[src/rtl/fpu_seq_pkg.sv]
// Shared FPU sequencer types: funct codes, FSM states, unit select and the canonical NaN.
// Imported by the sequencer top; no logic or latency of its own.
package fpu_seq_pkg;

    localparam logic [5:0]  FPU_ADD   = 6'b000000;
    localparam logic [5:0]  FPU_SUB   = 6'b000001;
    localparam logic [5:0]  FPU_MUL   = 6'b000010;
    localparam logic [5:0]  FPU_DIV   = 6'b000011;
    localparam logic [5:0]  FPU_MOV   = 6'b000110;
    localparam logic [31:0] CANON_NAN = 32'h7FC00000;

    typedef enum logic [1:0] {IDLE, ISSUE, WAIT, DONE} state_t;
    typedef enum logic [1:0] {U_ADD, U_MUL, U_DIV, U_NONE} unit_sel_t;

    // MOV and unrecognised codes need no execution unit.
    function automatic unit_sel_t unit_of(input logic [5:0] funct);
        unit_sel_t u;
        case (funct)
            FPU_ADD, FPU_SUB: u = U_ADD;
            FPU_MUL:          u = U_MUL;
            FPU_DIV:          u = U_DIV;
            default:          u = U_NONE;
        endcase
        return u;
    endfunction

endpackage

[src/rtl/fpu_seq_if.sv]
// Request, unit-issue and writeback signals between the core, the sequencer and the FP units.
// slave = sequencer side, master = core/unit side.
interface fpu_seq_if;

    logic        req_valid;
    logic        req_ready;
    logic [5:0]  req_funct;
    logic [4:0]  req_fd;
    logic [31:0] req_a;
    logic [31:0] req_b;

    logic [31:0] u_a;
    logic [31:0] u_b;
    logic        u_sub;
    logic        add_tvalid;
    logic        mul_tvalid;
    logic        div_tvalid;
    logic        add_rvalid;
    logic        mul_rvalid;
    logic        div_rvalid;
    logic [31:0] add_rdata;
    logic [31:0] mul_rdata;
    logic [31:0] div_rdata;

    logic        wb_valid;
    logic [4:0]  wb_fd;
    logic [31:0] wb_data;
    logic        wb_err;
    logic        busy;

    modport slave (
        input  req_valid, req_funct, req_fd, req_a, req_b,
        input  add_rvalid, mul_rvalid, div_rvalid, add_rdata, mul_rdata, div_rdata,
        output req_ready, u_a, u_b, u_sub, add_tvalid, mul_tvalid, div_tvalid,
        output wb_valid, wb_fd, wb_data, wb_err, busy
    );

    modport master (
        output req_valid, req_funct, req_fd, req_a, req_b,
        output add_rvalid, mul_rvalid, div_rvalid, add_rdata, mul_rdata, div_rdata,
        input  req_ready, u_a, u_b, u_sub, add_tvalid, mul_tvalid, div_tvalid,
        input  wb_valid, wb_fd, wb_data, wb_err, busy
    );

endinterface

[src/rtl/fpu_seq_timer.sv]
// WAIT watchdog: counts enabled cycles from a clear; expire flags the TIMEOUT-th enabled cycle.
// Combinational expire, no backpressure.
module fpu_seq_timer #(
    parameter int unsigned TIMEOUT = 64
) (
    input  logic CLK,
    input  logic RST,
    input  logic clr,
    input  logic en,
    output logic expire
);

    localparam int unsigned CW = ($clog2(TIMEOUT + 1) > 8) ? $clog2(TIMEOUT + 1) : 8;

    logic [CW-1:0] cnt;

    always_ff @(posedge CLK) begin
        if (RST || clr) begin
            cnt <= '0;
        end else if (en) begin
            cnt <= cnt + CW'(1);
        end
    end

    // The current enabled cycle is the TIMEOUT-th one when cnt holds TIMEOUT-1.
    assign expire = en && (cnt == CW'(TIMEOUT - 1));

endmodule

[src/rtl/fpu_seq.sv]
// FPU issue sequencer: one op in flight; wb at 1 cycle (MOV/unknown) or 2+L after accept; req_ready only in IDLE.
// Define FPU_SEQ_TIMEOUT_EN to bound WAIT at TIMEOUT cycles with an error writeback.
module fpu_seq
    import fpu_seq_pkg::*;
#(
    parameter int unsigned TIMEOUT = 64
) (
    input  logic       CLK,
    input  logic       RST,
    fpu_seq_if.slave   bus
);

    if (TIMEOUT < 1) begin : g_bad_timeout
        $error("fpu_seq: TIMEOUT must be at least 1");
    end

    state_t      state, state_nxt;
    unit_sel_t   unit_q, req_unit;
    logic [4:0]  fd_q;
    logic        accept, sel_rvalid, tmo_expire, wb_load;
    logic [31:0] sel_rdata, wb_data_nxt;
    logic [4:0]  wb_fd_nxt;
    logic        wb_err_nxt;

    assign accept   = bus.req_valid && (state == IDLE);
    assign req_unit = unit_of(bus.req_funct);

    // Capture is open in ISSUE as well, so a zero-latency unit is not missed.
    always_comb begin
        sel_rvalid = 1'b0;
        sel_rdata  = bus.add_rdata;
        if (state == ISSUE || state == WAIT) begin
            case (unit_q)
                U_ADD:   begin sel_rvalid = bus.add_rvalid; sel_rdata = bus.add_rdata; end
                U_MUL:   begin sel_rvalid = bus.mul_rvalid; sel_rdata = bus.mul_rdata; end
                U_DIV:   begin sel_rvalid = bus.div_rvalid; sel_rdata = bus.div_rdata; end
                default: ;
            endcase
        end
    end

`ifdef FPU_SEQ_TIMEOUT_EN
    fpu_seq_timer #(.TIMEOUT(TIMEOUT)) u_timer (
        .CLK    (CLK),
        .RST    (RST),
        .clr    (state != WAIT),
        .en     (state == WAIT),
        .expire (tmo_expire)
    );
`else
    assign tmo_expire = 1'b0;
`endif

    always_ff @(posedge CLK) begin
        if (RST) state <= IDLE;
        else     state <= state_nxt;
    end

    always_comb begin
        state_nxt = state;
        case (state)
            IDLE:    if (accept) state_nxt = (req_unit == U_NONE) ? DONE : ISSUE;
            ISSUE:   state_nxt = sel_rvalid ? DONE : WAIT;
            WAIT:    if (sel_rvalid || tmo_expire) state_nxt = DONE;
            DONE:    state_nxt = IDLE;
            default: state_nxt = IDLE;
        endcase
    end

    always_comb begin
        bus.req_ready  = (state == IDLE);
        bus.busy       = (state != IDLE);
        bus.wb_valid   = (state == DONE);
        bus.add_tvalid = (state == ISSUE) && (unit_q == U_ADD);
        bus.mul_tvalid = (state == ISSUE) && (unit_q == U_MUL);
        bus.div_tvalid = (state == ISSUE) && (unit_q == U_DIV);
    end

    // Writeback payload is registered on the edge that enters DONE; a non-result exit from WAIT is a timeout.
    assign wb_load = (state != DONE) && (state_nxt == DONE);

    always_comb begin
        wb_fd_nxt   = fd_q;
        wb_data_nxt = sel_rdata;
        wb_err_nxt  = 1'b0;
        if (state == IDLE) begin
            wb_fd_nxt   = bus.req_fd;
            wb_err_nxt  = (bus.req_funct != FPU_MOV);
            wb_data_nxt = wb_err_nxt ? CANON_NAN : bus.req_b;
        end else if (!sel_rvalid) begin
            wb_data_nxt = CANON_NAN;
            wb_err_nxt  = 1'b1;
        end
    end

    always_ff @(posedge CLK) begin
        if (RST) begin
            bus.u_a     <= '0;
            bus.u_b     <= '0;
            bus.u_sub   <= 1'b0;
            unit_q      <= U_NONE;
            fd_q        <= '0;
            bus.wb_fd   <= '0;
            bus.wb_data <= '0;
            bus.wb_err  <= 1'b0;
        end else begin
            if (accept) begin
                bus.u_a   <= bus.req_a;
                bus.u_b   <= bus.req_b;
                bus.u_sub <= (bus.req_funct == FPU_SUB);
                unit_q    <= req_unit;
                fd_q      <= bus.req_fd;
            end
            if (wb_load) begin
                bus.wb_fd   <= wb_fd_nxt;
                bus.wb_data <= wb_data_nxt;
                bus.wb_err  <= wb_err_nxt;
            end
        end
    end

endmodule

[src/flat_wrapper.sv]
// flat-port wrapper written by rule: the top's interface ports become plain ports
module fpu_seq_flat import fpu_seq_pkg::*;
#(
    parameter int unsigned TIMEOUT = 64
)
  (CLK, RST, bus_req_valid, bus_req_funct, bus_req_fd, bus_req_a, bus_req_b, bus_add_rvalid, bus_mul_rvalid, bus_div_rvalid, bus_add_rdata, bus_mul_rdata, bus_div_rdata, bus_req_ready, bus_u_a, bus_u_b, bus_u_sub, bus_add_tvalid, bus_mul_tvalid, bus_div_tvalid, bus_wb_valid, bus_wb_fd, bus_wb_data, bus_wb_err, bus_busy);
  fpu_seq_if bus_i ();
  input  logic CLK;
  input  logic RST;
  input wire logic [$bits(bus_i.req_valid)-1:0] bus_req_valid;
  input wire logic [$bits(bus_i.req_funct)-1:0] bus_req_funct;
  input wire logic [$bits(bus_i.req_fd)-1:0] bus_req_fd;
  input wire logic [$bits(bus_i.req_a)-1:0] bus_req_a;
  input wire logic [$bits(bus_i.req_b)-1:0] bus_req_b;
  input wire logic [$bits(bus_i.add_rvalid)-1:0] bus_add_rvalid;
  input wire logic [$bits(bus_i.mul_rvalid)-1:0] bus_mul_rvalid;
  input wire logic [$bits(bus_i.div_rvalid)-1:0] bus_div_rvalid;
  input wire logic [$bits(bus_i.add_rdata)-1:0] bus_add_rdata;
  input wire logic [$bits(bus_i.mul_rdata)-1:0] bus_mul_rdata;
  input wire logic [$bits(bus_i.div_rdata)-1:0] bus_div_rdata;
  output wire logic [$bits(bus_i.req_ready)-1:0] bus_req_ready;
  output wire logic [$bits(bus_i.u_a)-1:0] bus_u_a;
  output wire logic [$bits(bus_i.u_b)-1:0] bus_u_b;
  output wire logic [$bits(bus_i.u_sub)-1:0] bus_u_sub;
  output wire logic [$bits(bus_i.add_tvalid)-1:0] bus_add_tvalid;
  output wire logic [$bits(bus_i.mul_tvalid)-1:0] bus_mul_tvalid;
  output wire logic [$bits(bus_i.div_tvalid)-1:0] bus_div_tvalid;
  output wire logic [$bits(bus_i.wb_valid)-1:0] bus_wb_valid;
  output wire logic [$bits(bus_i.wb_fd)-1:0] bus_wb_fd;
  output wire logic [$bits(bus_i.wb_data)-1:0] bus_wb_data;
  output wire logic [$bits(bus_i.wb_err)-1:0] bus_wb_err;
  output wire logic [$bits(bus_i.busy)-1:0] bus_busy;
  assign bus_i.req_valid = bus_req_valid;
  assign bus_i.req_funct = bus_req_funct;
  assign bus_i.req_fd = bus_req_fd;
  assign bus_i.req_a = bus_req_a;
  assign bus_i.req_b = bus_req_b;
  assign bus_i.add_rvalid = bus_add_rvalid;
  assign bus_i.mul_rvalid = bus_mul_rvalid;
  assign bus_i.div_rvalid = bus_div_rvalid;
  assign bus_i.add_rdata = bus_add_rdata;
  assign bus_i.mul_rdata = bus_mul_rdata;
  assign bus_i.div_rdata = bus_div_rdata;
  assign bus_req_ready = bus_i.req_ready;
  assign bus_u_a = bus_i.u_a;
  assign bus_u_b = bus_i.u_b;
  assign bus_u_sub = bus_i.u_sub;
  assign bus_add_tvalid = bus_i.add_tvalid;
  assign bus_mul_tvalid = bus_i.mul_tvalid;
  assign bus_div_tvalid = bus_i.div_tvalid;
  assign bus_wb_valid = bus_i.wb_valid;
  assign bus_wb_fd = bus_i.wb_fd;
  assign bus_wb_data = bus_i.wb_data;
  assign bus_wb_err = bus_i.wb_err;
  assign bus_busy = bus_i.busy;
  fpu_seq #(.TIMEOUT(TIMEOUT)) u_core (.CLK(CLK), .RST(RST), .bus(bus_i));
endmodule
[config.mk]
export PLATFORM = sky130hd
export DESIGN_NAME = fpu_seq_flat
export DESIGN_NICKNAME = d
export VERILOG_FILES = /design/src/rtl/fpu_seq_pkg.sv /design/src/rtl/fpu_seq_if.sv /design/src/rtl/fpu_seq_timer.sv /design/src/rtl/fpu_seq.sv /design/src/flat_wrapper.sv
export SDC_FILE = /design/constraint.sdc
export NUM_CORES = 1
export LEC_CHECK = 0
export ABC_AREA = 1
export ABC_CLOCK_PERIOD_IN_PS = 3700
export CORE_ASPECT_RATIO = 0.8
export CORE_MARGIN = 1.5
export CORE_UTILIZATION = 43
export CTS_CLUSTER_SIZE = 14
export DETAILED_ROUTE_END_ITERATION = 8
export PLACE_DENSITY = 0.86
export SETUP_SLACK_MARGIN = 0.02
export SLEW_MARGIN = 25
export SYNTH_ARGS = -nofsm -noshare
export SYNTH_HDL_FRONTEND = slang
export SYNTH_SLANG_ARGS = --single-unit
[constraint.sdc]
create_clock -name CLK -period 3.7 [get_ports CLK]
set_input_delay 0.74 -clock CLK [delete_from_list [all_inputs] [get_ports CLK]]
set_output_delay 0.74 -clock CLK [all_outputs]
set_load 0.05 [all_outputs]
==> out/qor.txt <==
STATUS
----------------------------------------------------------------------------------
Result of the run ................................................... finished, final reports clean

PWR
----------------------------------------------------------------------------------
Reported net switching power ........................................      2.77 mW
Static leakage ......................................................      3.85 nW
Power per Cell Area .................................................  672 nW/um^2
Power share of the combinational group ..............................        54.1%
Power consumption ...................................................      5.91 mW
Switching part of the total .........................................        46.9%
Part of the total power dissipated in sequential elements ...........        28.9%
Maximum resistive drop on vdd .......................................     0.446 mV
Pint ................................................................      3.13 mW
Clock network power share ...........................................        17.0%

PLACED DESIGN
----------------------------------------------------------------------------------
Placer congestion estimate ..........................................        0.860
Detailed placement HPWL .............................................     14000 um
Count of buffers from port buffering ................................          285

FLOORPLANNING
----------------------------------------------------------------------------------
Full die area .......................................................  13600 sq um
Die Height ..........................................................       105 um
Number of standard-cell rows in the floorplan .......................           36
Number of top-level design ports ....................................          286
Chip width ..........................................................       130 um
Core Footprint ......................................................  12400 sq um
Initial core utilization ............................................        44.9%

FINISH
----------------------------------------------------------------------------------
Net count reported at finish ........................................         1337
Area Overhead vs Synth ..............................................        58.0%
Reg area ............................................................   2240 sq um
Filler cell count ...................................................         1063
Antenna diodes ......................................................            0
Area of combinational cells with multiple inputs ....................   2740 sq um
Share of final-layout standard cells stronger than drive strength 1 .        3.11%
Commonest non-fill, non-tap cells in the layout ..................... clkdlybuf4s50_1, nand2_1, nor2_1
Most common cell after layout, fill and taps aside .................. clkdlybuf4s50_1

CLOCK NETWORK
----------------------------------------------------------------------------------
Setup repair bufs after CTS .........................................            0
TritonCTS clock tree ................................................          yes
Hold Buf Count CTS ..................................................            0
Clock insertion delay at the later pin of the skew report ...........      0.35 ns
Clock net sink count ................................................          112
H-tree level count ..................................................            3
Count of instances resized after the clock tree is built ............            0
Root Driver .........................................................    clkbuf_16
CTS buffer count ....................................................            9
Clk pin slew, worst setup/hold paths ................................      0.08 ns
CTS Buffer Depth ....................................................            2

JOB
----------------------------------------------------------------------------------
Max Cap Violations ..................................................            0

DRT
----------------------------------------------------------------------------------
DR iter-0 viols .....................................................          367
Top layer reached by signal wires ...................................         met4
Antenna Nets Post-Route .............................................            0
Met3 wire length ....................................................      1590 um
Wire length on met1 .................................................      7920 um
Final routed wire length divided by cell count ......................      14.2 um
Count of unresolved DRC violations after routing ....................            0
Drt first pass iters ................................................            5
Final wirelength ....................................................     18900 um
Vias ................................................................         6327
Ratio of routed vias to standard cells ..............................         4.76
Met2 layer wire length in the routed design .........................      8790 um

SYNTHESIS
----------------------------------------------------------------------------------
Mean post-synth cell area ...........................................   6.19 sq um
Biggest area consumer among synthesized cells .......................      dfxtp_1
Syn. warnings .......................................................            0
Post-synth cell types ...............................................           24
Synth top area cells ................................................ dfxtp_1, nand2_1, nor2_1
Area fraction of the dominant cell type after synthesis .............        40.3%
Sequential element share of the synthesized area ....................        40.3%
Register bit total from synthesis ...................................          112
Synth Net Count .....................................................         1084
Mapped Cells ........................................................          899
Area of the mapped netlist ..........................................   5570 sq um

WORST SETUP PATH
----------------------------------------------------------------------------------
CP Data Required Time ...............................................      2.96 ns
Crit path launch .................................................... u_core.state[0]
R2R depth ...........................................................           10
Kind of start point of the critical path ............................         flop
Critical register-to-register path endpoint ......................... u_core.bus.wb_data[22]
Reg-to-reg setup timing slack .......................................      1.20 ns
Worst setup path end ................................................     bus_busy
Worst flop-to-flop path startpoint .................................. u_core.state[0]
WP data arrival .....................................................      2.23 ns
Crit path capture type ..............................................   output pin
Peak fanout along the critical path .................................           19
Critical path class .................................................   reg -> out

GLOBAL ROUTE
----------------------------------------------------------------------------------
Overflow left after global routing ..................................            0
First-pass GRT wire length ..........................................     29300 um
Vias in the first global route ......................................         5904
Largest net degree at the start of global routing ...................           71
Number of antenna violations at the first check in global routing ...            0
GRT Overall Usage ...................................................        27.5%

TIMING
----------------------------------------------------------------------------------
Count of endpoints failing hold in the final timing report ..........            0
Relative slew slack .................................................        48.7%
Number of setup violations in the final report ......................            0
Unrepaired setup endpoints after global routing .....................           no
Setup clock skew after layout .......................................   0.00859 ns
Max Clock Freq ......................................................    0.337 GHz
Min cycle time layout ...............................................      2.97 ns
Period Utilization, post-route ......................................        80.2%
Worst Max-Slew Pin Slew .............................................     0.769 ns
Worst slack on hold paths ...........................................     0.473 ns
Aggregate negative setup slack ......................................         0 ns
Max Slew Vio Count ..................................................            0

HOLD PATH
----------------------------------------------------------------------------------
Worst hold path type ................................................   reg -> reg

area by class of cell:
cell class                      count  share of cell area [%]
Clock buffer                       10                    2.60
Clock inverter                      6                   0.854
Inverter                           86                    3.67
Multi-Input combinational cell    645                    31.1
Sequential cell                   112                    25.5
Tap cell                          171                    2.43
Timing Repair Buffer              298                    33.8
power groups by stage:
stage          Sequential (mW)  Clock [mW]  Combinational, mW
6_report                  1.71        1.01               3.20
5_1_grt                   1.74        1.06               3.45
4_1_cts                   1.71        1.03               3.20
3_5_place_dp              1.73           0               3.19
3_3_place_gp              1.72           0               3.15
2_1_floorplan             2.79           0               1.08
synthesized netlist by cell type (all sizes together):
cell      n
o22ai     1
a21oi    48
inv      85
nor2    229
buf      13
clkbuf   43
nand3    16
ha        8
o211ai    2
nand4     3
nand2   237
clkinv    1
o21ai    98
nand3b    1
or2       1
dfxtp   112
a211oi    1
state kept, by name, indices dropped and copies added, names as in the netlist:
signal,cells
u_core.bus.u_sub,1
u_core.bus.wb_fd,5
u_core.bus.u_a,32
u_core.unit_q,2
u_core.fd_q,5
u_core.bus.wb_err,1
u_core.bus.wb_data,32
u_core.state,2
u_core.bus.u_b,32
worst min path at each step:
stage,cells after the start,slack (ns),startpoint,end
floorplan,2,0.43,u_core.fd_q[4],u_core.fd_q[4]
global placement,2,0.45,u_core.fd_q[4],u_core.fd_q[4]
detailed placement,2,0.46,u_core.bus.u_b[28],u_core.bus.u_b[28]
CTS,2,0.47,u_core.fd_q[1],u_core.fd_q[1]
global route,2,0.48,u_core.fd_q[2],u_core.fd_q[2]
finish,2,0.47,u_core.fd_q[4],u_core.fd_q[4]
worst max-delay path: stages (launching register included):
cell	delay (ns)
dfxtp_1	0.37
inv_1	0.09
ha_1	0.23
inv_2	0.29
clkdlybuf4s50_1	0.89
cells by family (layout without fill, tap and decap cells):
logic type	count (synthesis)	after routing	synth area share, %
adder cells (fa/ha/maj)	8	8	1.80
AO/OA/AOI/OAI	150	150	13.7
buffers and inverters	142	400	10.6
AND/OR/NAND/NOR	487	487	33.6
flip-flops	112	112	40.3
layer usage:
layer | vias up | GRT usage, %
met5 | - | 0
met1 | 2768 | 33.1
li1 | 3256 | -
met2 | 262 | 46.6
met4 | 0 | 10.0
met3 | 41 | 7.22
stage by stage:
stage / instances / util (%) / setup WS (ns) / instance area [sq um]
after floorplan: 899 / - / 1.20 / 5570
after CTS: 1328 / 71.0 / 0.741 / 8790
after detailed placement: 1312 / 68.5 / 0.974 / 8490
after global routing: 1328 / 71.0 / 0.627 / 8790
final: 1328 / 71.0 / 0.732 / 8790
after global placement: 1312 / 68.5 / 1.02 / 8490
Power figures use the tool's default switching activity.
